===== src/rtl/factor_search_pkg.sv =====
// Shared types and constants for the sequential factorizer.
// Holds the FSM state encoding, the default factor width and its maximum value.
package factor_pkg;

  localparam int W_DEFAULT = 4;
  localparam int FMAX      = 2**W_DEFAULT - 1;

  typedef enum logic [1:0] {
    IDLE = 2'd0,
    MUL  = 2'd1,
    CMP  = 2'd2,
    FIN  = 2'd3
  } fs_state_t;

endpackage


===== src/rtl/factor_search_shift_add_mul.sv =====
// Unsigned shift-add multiplier, one multiplier bit per cycle.
// The go cycle performs the first step, so p is final exactly W cycles after go.
module shift_add_mul
  import factor_pkg::*;
#(
  parameter int W = W_DEFAULT
) (
  input  logic           clk,
  input  logic           rst,
  input  logic           go,
  input  logic [W-1:0]   x,
  input  logic [W-1:0]   y,
  output logic [2*W-1:0] p,
  output logic           rdy
);

  localparam int CW = $clog2(W + 1);

  logic [2*W-1:0] r_acc;
  logic [2*W-1:0] r_mcand;
  logic [W-1:0]   r_mplier;
  logic [CW-1:0]  r_cnt;
  logic [2*W-1:0] w_x_ext;

  assign w_x_ext = {{W{1'b0}}, x};

  always_ff @(posedge clk or posedge rst) begin
    if (rst) begin
      r_acc    <= '0;
      r_mcand  <= '0;
      r_mplier <= '0;
      r_cnt    <= '0;
    end else if (go) begin
      // Load and consume multiplier bit 0 in the same cycle.
      r_acc    <= y[0] ? w_x_ext : '0;
      r_mcand  <= w_x_ext << 1;
      r_mplier <= y >> 1;
      r_cnt    <= CW'(W - 1);
    end else if (r_cnt != '0) begin
      if (r_mplier[0]) begin
        r_acc <= r_acc + r_mcand;
      end
      r_mcand  <= r_mcand << 1;
      r_mplier <= r_mplier >> 1;
      r_cnt    <= r_cnt - 1'b1;
    end
  end

  assign p   = r_acc;
  assign rdy = (r_cnt == '0) && !go;

endmodule


===== src/rtl/factor_search.sv =====
// Sequential factorizer: finds the lexicographically first pair f1 <= f2 with f1*f2 == a.
// Each candidate pair costs W multiply cycles plus one compare cycle.
module factor_search
  import factor_pkg::*;
#(
  parameter int W = W_DEFAULT
) (
  input  logic           clk,
  input  logic           rst,
  input  logic           start,
  input  logic [2*W-1:0] a,
  input  logic           nontriv,
  output logic           busy,
  output logic           done,
  output logic           found,
  output logic [W-1:0]   f1,
  output logic [W-1:0]   f2
);

  localparam int           SW    = $clog2(W + 1);
  localparam logic [W-1:0] LMAX  = {W{1'b1}};
  localparam logic [W-1:0] LO_NT = W'(2);

  fs_state_t      r_state;
  logic [2*W-1:0] r_aq;
  logic [W-1:0]   r_f1;
  logic [W-1:0]   r_f2;
  logic [SW-1:0]  r_step;
  logic           r_busy;
  logic           r_done;
  logic           r_found;
  logic [W-1:0]   r_of1;
  logic [W-1:0]   r_of2;

  logic           w_go;
  logic [2*W-1:0] w_p;
  logic           w_rdy;
  logic           w_eq;
  logic           w_gt;

  assign w_go = (r_state == MUL) && (r_step == '0);
  assign w_eq = (w_p == r_aq);
  assign w_gt = (w_p > r_aq);

  shift_add_mul #(.W(W)) u_mul (
    .clk (clk),
    .rst (rst),
    .go  (w_go),
    .x   (r_f1),
    .y   (r_f2),
    .p   (w_p),
    .rdy (w_rdy)
  );

  always_ff @(posedge clk or posedge rst) begin
    if (rst) begin
      r_state <= IDLE;
      r_aq    <= '0;
      r_f1    <= '0;
      r_f2    <= '0;
      r_step  <= '0;
      r_busy  <= 1'b0;
      r_done  <= 1'b0;
      r_found <= 1'b0;
      r_of1   <= '0;
      r_of2   <= '0;
    end else begin
      r_done <= 1'b0;
      case (r_state)
        IDLE: begin
          if (start) begin
            r_aq    <= a;
            r_f1    <= nontriv ? LO_NT : '0;
            r_f2    <= nontriv ? LO_NT : '0;
            r_found <= 1'b0;
            r_of1   <= '0;
            r_of2   <= '0;
            r_step  <= '0;
            r_busy  <= 1'b1;
            r_state <= MUL;
          end
        end
        MUL: begin
          if (r_step == SW'(W - 1)) begin
            r_step  <= '0;
            r_state <= CMP;
          end else begin
            r_step <= r_step + 1'b1;
          end
        end
        CMP: begin
          if (w_rdy) begin
            if (w_eq) begin
              r_found <= 1'b1;
              r_of1   <= r_f1;
              r_of2   <= r_f2;
              r_done  <= 1'b1;
              r_state <= FIN;
            end else if (w_gt && (r_f2 == r_f1)) begin
              // f1*f1 already exceeds a: every later pair is larger still.
              r_done  <= 1'b1;
              r_state <= FIN;
            end else if (w_gt || (r_f2 == LMAX)) begin
              if (r_f1 == LMAX) begin
                r_done  <= 1'b1;
                r_state <= FIN;
              end else begin
                r_f1    <= r_f1 + 1'b1;
                r_f2    <= r_f1 + 1'b1;
                r_state <= MUL;
              end
            end else begin
              r_f2    <= r_f2 + 1'b1;
              r_state <= MUL;
            end
          end
        end
        FIN: begin
          r_busy  <= 1'b0;
          r_state <= IDLE;
        end
        default: begin
          r_busy  <= 1'b0;
          r_state <= IDLE;
        end
      endcase
    end
  end

  assign busy  = r_busy;
  assign done  = r_done;
  assign found = r_found;
  assign f1    = r_of1;
  assign f2    = r_of2;

endmodule


===== config.mk =====
export PLATFORM = sky130hd
export DESIGN_NAME = factor_search
export DESIGN_NICKNAME = d
export VERILOG_FILES = /design/src/rtl/factor_search_pkg.sv /design/src/rtl/factor_search_shift_add_mul.sv /design/src/rtl/factor_search.sv
export SDC_FILE = /design/constraint.sdc
export NUM_CORES = 1
export LEC_CHECK = 0
export ABC_AREA = 1
export CORE_MARGIN = 10
export CORE_UTILIZATION = 35
export DETAILED_ROUTE_END_ITERATION = 16
export DONT_BUFFER_PORTS = 1
export PLACE_DENSITY_LB_ADDON = 0.1
export SLEW_MARGIN = 15
export SYNTH_ARGS = -nofsm -noshare
export SYNTH_HDL_FRONTEND = slang
export SYNTH_HIERARCHICAL = 1
export SYNTH_SLANG_ARGS = --single-unit

===== constraint.sdc =====
create_clock -name clk -period 1.82 [get_ports clk]
set_input_delay 0.364 -clock clk [delete_from_list [all_inputs] [get_ports clk]]
set_output_delay 0.364 -clock clk [all_outputs]
set_load 0.1 [all_outputs]

==> flow_metrics.tcl <==
set metrics [dict create \
    clock_path_buffers 2 \
    slowest_delay_ns 0.42 \
    finalHoldViolCount 0 \
    syn_area_um2 3030 \
    antenna_found_initial 0 \
    yosysUniqueCellTypes 37 \
    setup_ws_ns 0.0134 \
    startpoint "u_mul/p[5]$_DFFE_PP0P_" \
    place_worst_setup_slack_ns -0.0857 \
    finalPower_mw 1.95 \
    syn_avg_cell_area_um2 8.11 \
    cts.clk_slew.worst_paths_ns 0.10 \
    drc 0 \
    final_common_cell "nand2_1" \
    worst_r2r_path_depth 8 \
    grt_max_degree 33 \
    drt_iter0_markers 122 \
    grt_pass1_vias 2424 \
    antenna_cells 0 \
    min_path_type "input pin to async pin" \
    ys_seq_elements 53 \
    cts_sinks 53 \
    status "finished clean" \
    cp_num_buf_inv 2 \
    ys_seq_area_share_pct 43.7 \
    initial_core_util_pct 36.4 \
    vias 2446 \
    gp_congestion 0.798 \
    boundaryPins 23 \
    maxCapViolCount 0 \
    setup_viol 0 \
    htreeDepth 2 \
    p_leak_nw 1.97 \
    rr_endpoint "f1[0]$_DFFE_PP0P_" \
    area_growth_pct 25.9 \
    start_kind "register" \
    max_freq_mhz 554 \
    end_kind "register" \
    fin_crit_sh_pct 99.3 \
    worst_skew_pair.late_latency_ns 0.31 \
    grt_usage_pct 11.1 \
    slew_headroom_pct 71.0 \
    port_buffers 0 \
    yosys_warnings 6 \
    required_ns 2.02 \
    drive_gt1_share_pct 25.6 \
    path_max_fanout 8 \
    ir_drop_mv 0.300 \
    rows 33 \
    finalCoreUtilization_pct 45.8 \
    postSynthNetCount 407 \
    wl_um 6930 \
    ant_nets 0 \
    drv_slew 0 \
    period_needed_ns 1.81 \
    final_cell_mix "nand2_1, inv_1, dfrtp_1" \
    routedWlPerCell_um 13.0 \
    core_um2 8340 \
    crit_type "register to register" \
    cts_root_buf "clkbuf_8" \
    cts_tree "yes" \
    crit_chain "ha_4 > nand2_2 > nor2_4 > nand4_4 > a211oi_4 > buf_12 > buf_8 > o22ai_2" \
    cp_top_family "flip-flops" \
    viasPerCell 4.61 \
    worstMarginPinSlew_ns 0.435 \
    power_density_nw_per_um2 509 \
    dp_hpwl_um 5240 \
    skew_ns 0.00793 \
    numCtsBuffers 5 \
    chipWidth_um 113 \
    grt_overflow 0 \
    cp.arrival_ns 2.01 \
    reg2reg_from "u_mul/p[5]$_DFFE_PP0P_" \
    grt_pass1_wl_um 11900 \
    dieArea_um2 12800 \
    rrSetupSlack_ns 0.01 \
    die_h_um 113 \
    whs_ns 0.0315 \
    grt_setup_unrepaired "true" \
    nets 458 \
    drtPass1Iterations 4 \
    syn_inst 374 \
    nFillCells 846 \
    slowest_stage "dfrtp_1" \
]
flip-flops by register name (all words and copies together) (netlist names):
signal and cells:
busy 1, done 1, f1 4, f2 4, found 1, r_aq 8
r_f1 4, r_f2 4, r_state 2, r_step 3, u_mul/p 8, u_mul/r_cnt 3
u_mul/r_mcand 7, u_mul/r_mplier 3
kinds of logic (layout without fill, tap and decap cells):
| logic type | after synthesis | in the layout | share of synthesized area, % |
|---|---|---|---|
| buffers and inverters | 72 | 124 | 9.48 |
| xor gates and xnor gates | 7 | 7 | 2.02 |
| and+or+nand+nor | 158 | 158 | 23.7 |
| adders and majority gates | 21 | 21 | 8.91 |
| AOI/OAI and AO/OA | 63 | 63 | 12.2 |
| DFF | 53 | 53 | 43.7 |
synth_stat cells:
master	n	area, um2
nand4_1	2	12.5
nor2_4	3	33.8
nand2_1	100	375
nand3b_1	2	15.0
a21o_1	1	7.51
clkbuf_1	1	3.75
nor2_2	2	12.5
xor2_1	1	8.76
a21oi_2	1	8.76
and2_0	2	12.5
a21oi_1	18	90.1
fa_1	1	20.0
nand2_2	4	25.0
a21boi_0	1	7.51
clkbuf_2	2	10.0
o31ai_1	1	7.51
a211oi_2	1	12.5
buf_6	1	11.3
o21ai_4	1	16.3
o22ai_1	9	56.3
nand3_2	2	20.0
o21ai_2	1	8.76
ha_1	20	250
o221ai_1	1	8.76
o21ai_1	1	5.00
xnor2_1	6	52.6
dfrtp_1	53	1330
a22oi_1	1	7.51
buf_4	2	15.0
o21ai_0	25	125
nand3_4	1	17.5
inv_1	59	221
inv_2	7	26.3
a211oi_1	1	7.51
nor2_1	17	63.8
nand3_1	22	110
nand4_4	1	21.3
metal layers:
layer  vias up  global-route usage (%)  wire length (um)
met3         4                    2.91               267
met5         -                       0                 0
met1      1122                    15.3              3530
met4         0                    2.54                35
met2        26                    16.8              3090
li1       1294                       -                 -
power breakdown:
group          total (mW)  switching [mW]  internal, mW
Clock               0.738           0.393         0.345
Sequential           1.18               0          1.18
Combinational      0.0314          0.0257       0.00570
worst max-delay path by stage:
stage,slack [ns],cells past startpoint,to
5_1_grt,-0.10,13,r_f2[0]$_DFFE_PP0P_
2_1_floorplan,0.006,14,r_f1[2]$_DFFE_PP0P_
3_3_place_gp,-0.09,10,r_f2[0]$_DFFE_PP0P_
3_5_place_dp,-0.09,10,r_f2[0]$_DFFE_PP0P_
6_report,0.01,8,f1[0]$_DFFE_PP0P_
4_1_cts,-0.002,8,f2[2]$_DFFE_PP0P_
what timing repair did:
| item | CTS | global route |
|---|---|---|
| endpoints found under the setup margin | 14 | 26 |
| endpoints found under the hold margin | 21 | 0 |
| resized for setup | 12 | 32 |
| gates cloned | 0 | 0 |
| setup buffers | 8 | 4 |
| hold buffers | 1 | 0 |
| pin swaps | 7 | 17 |
per-stage QoR:
step                 TNS, ns  cells  instance area (um2)
detailed placement    -0.412    510                 3440
global placement      -0.322    510                 3440
floorplan                  0    374                 3060
CTS                 -0.00169    527                 3660
global route           -1.03    531                 3820
finish                     0    531                 3820
layout make-up:
type / instances / area [um2] / area share [%]
Clock inverter: 1 / 5.00 / 0.131
Multi-Input combinational cell: 249 / 1610 / 42.0
Tap cell: 105 / 131 / 3.44
Inverter: 66 / 248 / 6.48
Timing Repair Buffer: 50 / 409 / 10.7
Clock buffer: 7 / 96.3 / 2.52
Sequential cell: 53 / 1330 / 34.7
Power figures use the tool's default switching activity.
